<file path="src/rtl/jk_counter_pkg.sv">
// Shared types and JK/T excitation helpers for the JK-on-T up/down counter.
package jk_counter_pkg;

    typedef enum logic [1:0] {
        JK_HOLD = 2'b00,
        JK_CLR  = 2'b01,
        JK_SET  = 2'b10,
        JK_TGL  = 2'b11
    } jk_cmd_t;

    // T excitation that makes a T flip-flop behave as a JK flip-flop.
    function automatic logic jk_to_t(input logic j, input logic k, input logic q);
        return (j & ~q) | (k & q);
    endfunction

    // {J,K} that moves a cell from q to next without ever using the toggle code.
    function automatic jk_cmd_t jk_excite(input logic q, input logic next);
        return jk_cmd_t'({next & ~q, ~next & q});
    endfunction

endpackage

</file>
<file path="src/rtl/jk_counter_t_core_cell.sv">
// Single counter bit: a T flip-flop with a JK front end and a per-bit reset value.
module jk_t_cell
    import jk_counter_pkg::*;
(
    input  logic clk,
    input  logic reset,
    input  logic rst_val,
    input  logic j,
    input  logic k,
    output logic q
);

    logic r_q;
    logic w_t;

    assign w_t = jk_to_t(j, k, r_q);

    always_ff @(posedge clk) begin
        if (reset) begin
            r_q <= rst_val;
        end else begin
            r_q <= r_q ^ w_t;
        end
    end

    assign q = r_q;

endmodule

</file>
<file path="src/rtl/jk_counter_t_core.sv">
// Up/down modulo counter built from JK-on-T cells; next state is decoded into per-bit J/K.
// Define COUNTER_SAT_EN to saturate at the range ends; wrap then flags a blocked count.
module jk_counter_t_core
    import jk_counter_pkg::*;
#(
    parameter int WIDTH     = 4,
    parameter int MAX_COUNT = (2 ** WIDTH) - 1,
    parameter int RESET_VAL = 0
) (
    input  logic             clk,
    input  logic             reset,
    input  logic             en,
    input  logic             up_dn,
    input  logic             load,
    input  logic [WIDTH-1:0] load_val,
    output logic [WIDTH-1:0] q,
    output logic [WIDTH-1:0] qbar,
    output logic             tc,
    output logic             wrap
);

    localparam logic [WIDTH:0]   MAX_EXT  = (WIDTH + 1)'(MAX_COUNT);
    localparam logic [WIDTH-1:0] MAX_VAL  = WIDTH'(MAX_COUNT);
    localparam logic [WIDTH-1:0] RST_BITS = WIDTH'(RESET_VAL);

    logic [WIDTH-1:0] w_q;
    logic [WIDTH-1:0] w_next;
    logic [WIDTH-1:0] w_j;
    logic [WIDTH-1:0] w_k;
    logic [WIDTH:0]   w_inc;
    logic [WIDTH:0]   w_dec;
    logic [WIDTH:0]   w_load_ext;
    logic             w_wrap_next;
    logic             r_wrap;

    // One extra bit so overflow past MAX_COUNT and borrow below 0 are both visible.
    assign w_inc      = {1'b0, w_q} + (WIDTH + 1)'(1);
    assign w_dec      = {1'b0, w_q} - (WIDTH + 1)'(1);
    assign w_load_ext = {1'b0, load_val};

    always_comb begin
        w_next      = w_q;
        w_wrap_next = 1'b0;
        if (load) begin
            w_next = (w_load_ext > MAX_EXT) ? MAX_VAL : load_val;
        end else if (en) begin
            if (up_dn) begin
                if (w_inc > MAX_EXT) begin
`ifdef COUNTER_SAT_EN
                    w_next = w_q;
`else
                    w_next = '0;
`endif
                    w_wrap_next = 1'b1;
                end else begin
                    w_next = w_inc[WIDTH-1:0];
                end
            end else begin
                if (w_dec[WIDTH]) begin
`ifdef COUNTER_SAT_EN
                    w_next = w_q;
`else
                    w_next = MAX_VAL;
`endif
                    w_wrap_next = 1'b1;
                end else begin
                    w_next = w_dec[WIDTH-1:0];
                end
            end
        end
    end

    generate
        for (genvar gi = 0; gi < WIDTH; gi++) begin : g_cell
            logic [1:0] w_jk;

            assign w_jk    = jk_excite(w_q[gi], w_next[gi]);
            assign w_j[gi] = w_jk[1];
            assign w_k[gi] = w_jk[0];

            jk_t_cell u_cell (
                .clk     (clk),
                .reset   (reset),
                .rst_val (RST_BITS[gi]),
                .j       (w_j[gi]),
                .k       (w_k[gi]),
                .q       (w_q[gi])
            );
        end
    endgenerate

    always_ff @(posedge clk) begin
        if (reset) begin
            r_wrap <= 1'b0;
        end else begin
            r_wrap <= w_wrap_next;
        end
    end

    assign q    = w_q;
    assign qbar = ~w_q;
    assign tc   = up_dn ? (w_q == MAX_VAL) : (w_q == '0);
    assign wrap = r_wrap;

endmodule

</file>
<file path="config.mk">
export PLATFORM = sky130hd
export DESIGN_NAME = jk_counter_t_core
export DESIGN_NICKNAME = d
export VERILOG_FILES = /design/src/rtl/jk_counter_pkg.sv /design/src/rtl/jk_counter_t_core_cell.sv /design/src/rtl/jk_counter_t_core.sv
export SDC_FILE = /design/constraint.sdc
export NUM_CORES = 1
export LEC_CHECK = 0
export CORE_AREA = 2 2 39 41
export CTS_BUF_LIST = sky130_fd_sc_hd__clkbuf_4 sky130_fd_sc_hd__clkbuf_8
export DETAILED_ROUTE_END_ITERATION = 10
export DIE_AREA = 0 0 41 43
export GPL_ROUTABILITY_DRIVEN = 0
export PLACE_DENSITY = 0.69
export SYNTH_ARGS = -nofsm -noshare
export SYNTH_HDL_FRONTEND = slang
export SYNTH_SLANG_ARGS = --single-unit
</file>
<file path="constraint.sdc">
create_clock -name clk -period 1.9 [get_ports clk]
set_input_delay 0.38 -clock clk [delete_from_list [all_inputs] [get_ports clk]]
set_output_delay 0.38 -clock clk [all_outputs]
set_load 0.03 [all_outputs]
</file>
Yosys cells after proc, flatten, opt, wreduce, memory -nomap -nowiden --
Cells that the tools add are included.
Cells by class: add/sub/neg operators 2, multiply operators 0, divide/modulo/power cells 0, magnitude comparators 2, equality and inequality tests 1, shift operators 0, muxes and demuxes 10, bitwise operators 34, reduce and logical (&&, ||, !) cells 2
Operators by type and width (number):
- $mux W4 | 6
- $and A1 B1 Y1 | 16
- $not A1 Y1 | 9
- $add A4 B1 Y5 const B | 1
- $gt A5 B4 Y1 const B | 1
- $sub A4 B1 Y5 const B | 1
- $eq A4 B4 Y1 const B | 1
- $gt A4 B4 Y1 const B | 1
- $logic_not A4 Y1 | 1
- $mux W1 | 4
- $not A4 Y4 | 1
- $or A1 B1 Y1 | 4
- $xor A1 B1 Y1 | 4
- $reduce_or A3 Y1 | 1
Word-level totals: bits in registers 5, bits in latches 0, bits in writable memories 0, bits in read-only memories 0, input port bits 9, memories kept 0

Logic depth before layout (Yosys ltp) --
depth after elaboration 11, gate-level depth with buffers 7, mapped depth without buffers 7

Modules after synthesis --
A second synthesis with hierarchy kept.
Second synthesis, totals: cell total of the unflattened synthesis 88, area, all modules 663.1 µm²
Modules (own cells, without submodules):
- jk_counter_t_core | instances 1, cells an instance 68, area each 473.0 µm², sequential area each 20.0 µm²
- jk_t_cell | instances 4, cells an instance 5, area each 47.5 µm², sequential area each 20.0 µm²

Worst setup path after synthesis --
Ideal clock, no wire load.
kind reg2reg, from reg g_cell[0].u_cell.r_q, to reg r_wrap, in the netlist wrap, arrival time 1.782 ns, required time 1.800 ns, slack 0.018 ns, cell stages (with the launch flop) 7, cells stage by stage dfxtp_1 inv_1 ha_1 nor2b_1 nand4_1 o21a_2 a2111oi_4
Between the ends: cells in the longest elaborated chain, start to end 4, elaborated cells on any way between the ends 6, classes of those cells 2 x add/sub; 1 x order compare; 3 x mux
RTL lines:
- start, declared | RTL line jk_counter_t_core_cell.sv:13 | logic r_q;
- start signal, assigned | RTL line jk_counter_t_core_cell.sv:20 | r_q <= rst_val;
- start signal, assigned | RTL line jk_counter_t_core_cell.sv:22 | r_q <= r_q ^ w_t;
- $add A4 B1 Y5 | RTL line jk_counter_t_core.sv:37 | assign w_inc = {1'b0, w_q} + (WIDTH + 1)'(1);
- $gt A5 B4 Y1 | RTL line jk_counter_t_core.sv:48 | if (w_inc > MAX_EXT) begin
- $mux W1 | RTL line jk_counter_t_core.sv:48
- $mux W1 (*) | RTL line jk_counter_t_core.sv:47 | if (up_dn) begin
- end signal, assigned | RTL line jk_counter_t_core.sv:96 | r_wrap <= w_wrap_next;
- end, declared | RTL line jk_counter_t_core.sv:34 | logic r_wrap;
Every way passes the cells marked *; elsewhere a longest branch is shown, timed or not. A chain may end at the register's enable or synchronous reset.

Final worst setup path --
from reg g_cell[1].u_cell.r_q, to out qbar[1]
Between the ends: cells in the longest elaborated chain, start to end 1
RTL lines:
- start, declared | RTL line jk_counter_t_core_cell.sv:13
- start signal, assigned | RTL line jk_counter_t_core_cell.sv:20
- start signal, assigned | RTL line jk_counter_t_core_cell.sv:22
- $not A4 Y4 | RTL line jk_counter_t_core.sv:101 | assign qbar = ~w_q;
- end, declared | RTL line jk_counter_t_core.sv:17 | output logic [WIDTH-1:0] qbar,
Every way passes these cells.

==> results.md <==
- The die is 41 um wide.
- The number of ports placed on the die boundary is 19.
- TritonCTS built the clock tree.
- The startpoint identified for the worst register-to-register timing path is g_cell[0].u_cell.q.
- The cell family contributing the most delay on the critical path is buffers and inverters.
- The instance area at placement is 696 um2.
- The cell with the biggest individual delay on the critical path is sky130_fd_sc_hd__clkdlybuf4s50_1.
- The total overflow left after global routing is 0.
- The share of total power dissipated in combinational logic is 40.2%.
- The pre-CTS worst setup slack is approximately 0.022 ns.
- The share of total power dissipated in the clock network is 31.2%.
- The clock tree buffer depth is 2.
- After synthesis, the mean cell area works out to between 8 and 9 um2.
- The number of cells produced by synthesis is 61.
- The number of antenna diodes is 0.
- The depth of the critical timing path with buffers and inverters included is 3.
- For the worst setup path, the data required time is approximately 1.5 ns.
- The HPWL after detailed placement is 920 um.
- For this configuration, the core starts out at a cell density of 35.8%.
- The number of antenna violations at the first check in global routing came to 0.
- The sequential share of power is 28.7%.
- The cell count after placement is between 90 and 100.
- The critical path goes through inv_1 > buf_4 > clkdlybuf4s50_1.
- Fill cells in the final layout number 137.
- Setup repair after global routing left no endpoint under its margin.
- The sequential-to-total area share from yosys stat is ~20%.
- The critical path endpoint category is an output pin.
- The layout cell share with drive strength beyond 1 is 24.1%.
- The worst setup slack after layout is 0.0704 ns.
- The critical hold path startpoint is g_cell[2].u_cell.q.
- The net count of the finished layout is between 90 and 100.
- Between clock sinks in the finished design, the worst skew comes to ~0.0038 ns.
- The routed wirelength normalized by instance count is 11.9 um.
- The wire length reported by the detailed router is 1180 um.
- The maximum level of the CTS H-tree is 1.
- The number of design rule violations left after detail routing is 0.
- The clock sink total is 5.
- The final number of hold-violating endpoints is 0.
- The post-detailed-route via-to-cell ratio is 5.14.
- The type of the setup path with the least slack is flop to output pin.
- The post-synthesis instance area is 495 um2.
- Relative to the synthesized area, the layout overhead comes to 47.7%.
- Setup violations remaining at the end of the flow were counted as 0.
- The run finished with clean final reports.
- The die extent in y is between 40 and 50 um.
- The final number of max-transition violations was 0.
- Across every metal layer, demand over resource in global routing totals between 15 and 20%.
- The synthesized netlist contains 28 unique library cells.
- The combined buffer and inverter count along the critical path is 3.
- The detailed router's first-iteration violation count is 17.
- Once detail routing completed, the nets flagged for antenna violations numbered 0.
- The critical path starts at g_cell[1].u_cell.q.
- The CTS buffer count is 3.
- Data arrives at the worst endpoint at 1.45 ns.
- The part of the cycle the worst path needs is 96.3%.
- After layout, the minimum clock period comes to 1.83 ns.
- Internal power comes to just under 0.3 mW.
- Summed over all cells, the static leakage comes to about 0.31 nW.
- VDD sags by at most 0.239 mV.
- The cell count of the worst hold path is 2.
- The floorplan step defined a die boundary enclosing 1760 um2.
- Input and output buffers added on the ports amount to 18.
- After synthesis the netlist holds a flip-flop and latch count of 5.
- The total power divided by cell area is roughly 610 nW/um2.
- The path class of the tightest hold or removal check is flop to flop.
- The clock insertion delay at the later pin of the skew report is 0.24 ns.
- The area taken by flip-flops and latches is 103 um2.
- The final standard cell count with taps included and fillers excluded is just under 100.
- The first detailed-routing pass took 4 iterations.
- The worst max-slew margin expressed relative to the limit is 79.3%.
- The cell sitting at the root of the clock tree is a sky130_fd_sc_hd__clkbuf_4.
- The clock slew at the register clock pins of the worst setup and hold paths is 0.04 ns.
- The summed negative setup slack over all endpoints is 0 ns.
- The site row count is 14.
- Post-CTS timing repair inserted 0 buffers for setup.
- The post-route standard cell area excluding fillers is about 730 um2.
- The path depth of the worst reg2reg path is 6.
- The peak clock frequency supported by timing is 547 MHz.
- The worst-margin pin slew is 0.307 ns.
- The routed layout has 509 vias.
- The highest net fanout along the worst path is 5.
- The number of warning messages in the yosys log is 0.
- The wire length of the first global-routing pass is roughly 1900 um.
- Net switching is between 30% and 40% of the power.
- The number of nets in the synthesized netlist is 74.
- The number of max-capacitance violations reported is 0.
- The maximum number of pins on one net before global-route repair is 11.
- The worst setup path is launched from a flop.
- The net switching component of the power is 0.153 mW.
- The multi-input combinational cells in the finished layout cover a total of 317 um2.
- The delay contributed by the slowest stage of the critical path is about 0.66 ns.
- The via count of the first global-routing pass is 484.
- The region available for standard cell placement spans 1380 um2.
-- state kept, by name, indices dropped and copies added (netlist names) --
register         flops
wrap                 1
g_cell.u_cell.q      4
-- layout make-up --
class / instances / area share [%]
inverters: 9 / 4.62
clock buffers: 4 / 4.10
well taps: 16 / 2.74
repair buffers: 25 / 31.3
multi-input cells: 40 / 43.2
flip-flops and latches: 5 / 14.0
-- layer usage --
| metal | track usage (%) | share of wire, % | vias to the layer above |
|---|---|---|---|
| li1 | - | - | 257 |
| met1 | 20.4 | 46 | 232 |
| met2 | 23.4 | 48 | 20 |
| met3 | 4.71 | 5.9 | 0 |
| met4 | 4.00 | 0 | 0 |
| met5 | 0 | 0 | - |
-- synthesized netlist by cell type (all sizes together) --
master   count  area share [%]
mux2i        1             2.0
ha           4              10
nand2        4             3.0
o211ai       1             1.5
clkbuf       1            0.76
xnor2        2             5.1
a221oi       2             3.5
a2111oi      1             5.6
nor3         2             2.0
nor2         2             1.5
dfxtp        5              20
xor2         1             3.3
nand3        4             4.0
a311oi       2             3.5
o21ai        2             2.0
o311ai       1             1.8
nor4         2             2.5
nor2b        1             1.3
a21oi        4             4.0
o2111ai      1             1.8
inv          9             6.8
buf          6             9.3
nand4        2             2.5
o21a         1             1.8
-- final timing paths --
kind,end,slack [ns]
worst max register to register,wrap,0.16
worst min-delay path,g_cell[2].u_cell.q,0.66
worst max-delay path,qbar[1],0.07
worst min register to register,g_cell[2].u_cell.q,0.66
-- kinds of logic (layout without fill, tap and decap cells) --
kind of cell               Yosys count  after routing  share of synthesized area, %
DFF                                  5              5                          20.2
and+or+nand+nor                     17             17                          16.9
muxes                                1              1                          2.02
adders and majority gates            4              4                          10.1
buffers and inverters               16             38                          16.9
xor gates and xnor gates             3              3                          8.34
AOI/OAI and AO/OA                   15             15                          25.5
-- worst reg2reg max path: stages (launching register included) --
cell and delay (ns):
sky130_fd_sc_hd__dfxtp_1 0.32, sky130_fd_sc_hd__inv_1 0.10, sky130_fd_sc_hd__ha_1 0.34, sky130_fd_sc_hd__nor2b_1 0.14
sky130_fd_sc_hd__nand4_1 0.13, sky130_fd_sc_hd__o21a_2 0.27, sky130_fd_sc_hd__a2111oi_4 0.34
-- power by group through the flow --
| stage | Sequential [mW] | Combinational [mW] | Clock (mW) |
|---|---|---|---|
| 2_1_floorplan | 0.123 | 0.119 | 0 |
| 3_3_place_gp | 0.128 | 0.178 | 0 |
| 3_5_place_dp | 0.128 | 0.179 | 0 |
| 4_1_cts | 0.126 | 0.178 | 0.143 |
| 5_1_grt | 0.129 | 0.195 | 0.149 |
| 6_report | 0.127 | 0.178 | 0.139 |
-- metrics by stage --
stage	power, mW	utilization (%)	hold slack, ns
6_report	0.445	52.9	0.657
5_1_grt	0.473	52.9	0.671
4_1_cts	0.448	52.4	0.646
3_5_place_dp	0.306	50.3	0.723
3_3_place_gp	0.306	50.3	0.714
2_1_floorplan	0.242	-	0.452
-- cell usage in the layout (no fill, tap or decap) --
| master | count |
|---|---|
| sky130_fd_sc_hd__nand4_1 | 2 |
| sky130_fd_sc_hd__mux2i_1 | 1 |
| sky130_fd_sc_hd__a311oi_1 | 2 |
| sky130_fd_sc_hd__inv_2 | 1 |
| sky130_fd_sc_hd__o21ai_0 | 2 |
| sky130_fd_sc_hd__xnor2_1 | 1 |
| sky130_fd_sc_hd__nor3_2 | 1 |
| sky130_fd_sc_hd__dfxtp_1 | 3 |
| sky130_fd_sc_hd__clkbuf_4 | 4 |
| sky130_fd_sc_hd__xor2_2 | 1 |
| sky130_fd_sc_hd__a221oi_1 | 2 |
| sky130_fd_sc_hd__o311ai_1 | 1 |
| sky130_fd_sc_hd__o2111ai_1 | 1 |
| sky130_fd_sc_hd__nor2b_1 | 1 |
| sky130_fd_sc_hd__o21a_2 | 1 |
| sky130_fd_sc_hd__buf_4 | 8 |
| sky130_fd_sc_hd__nand3_1 | 4 |
| sky130_fd_sc_hd__a21oi_1 | 4 |
| sky130_fd_sc_hd__xnor2_2 | 1 |
| sky130_fd_sc_hd__inv_1 | 8 |
| sky130_fd_sc_hd__o211ai_1 | 1 |
| sky130_fd_sc_hd__nor4_1 | 2 |
| sky130_fd_sc_hd__dfxtp_2 | 2 |
| sky130_fd_sc_hd__dlygate4sd2_1 | 1 |
| sky130_fd_sc_hd__ha_1 | 4 |
| sky130_fd_sc_hd__nand2_1 | 4 |
| sky130_fd_sc_hd__nor3_1 | 1 |
| sky130_fd_sc_hd__nor2_1 | 2 |
| sky130_fd_sc_hd__a2111oi_4 | 1 |
| sky130_fd_sc_hd__clkdlybuf4s50_1 | 16 |
-- repair_timing --
action / 4_1_cts / 5_1_grt
hold endpoints to repair: 0 / 0
setup endpoints to repair: 3 / 5
resized for setup: 2 / 2
hold buffers: 0 / 0
No activity file was read; power rests on OpenSTA's default activity.
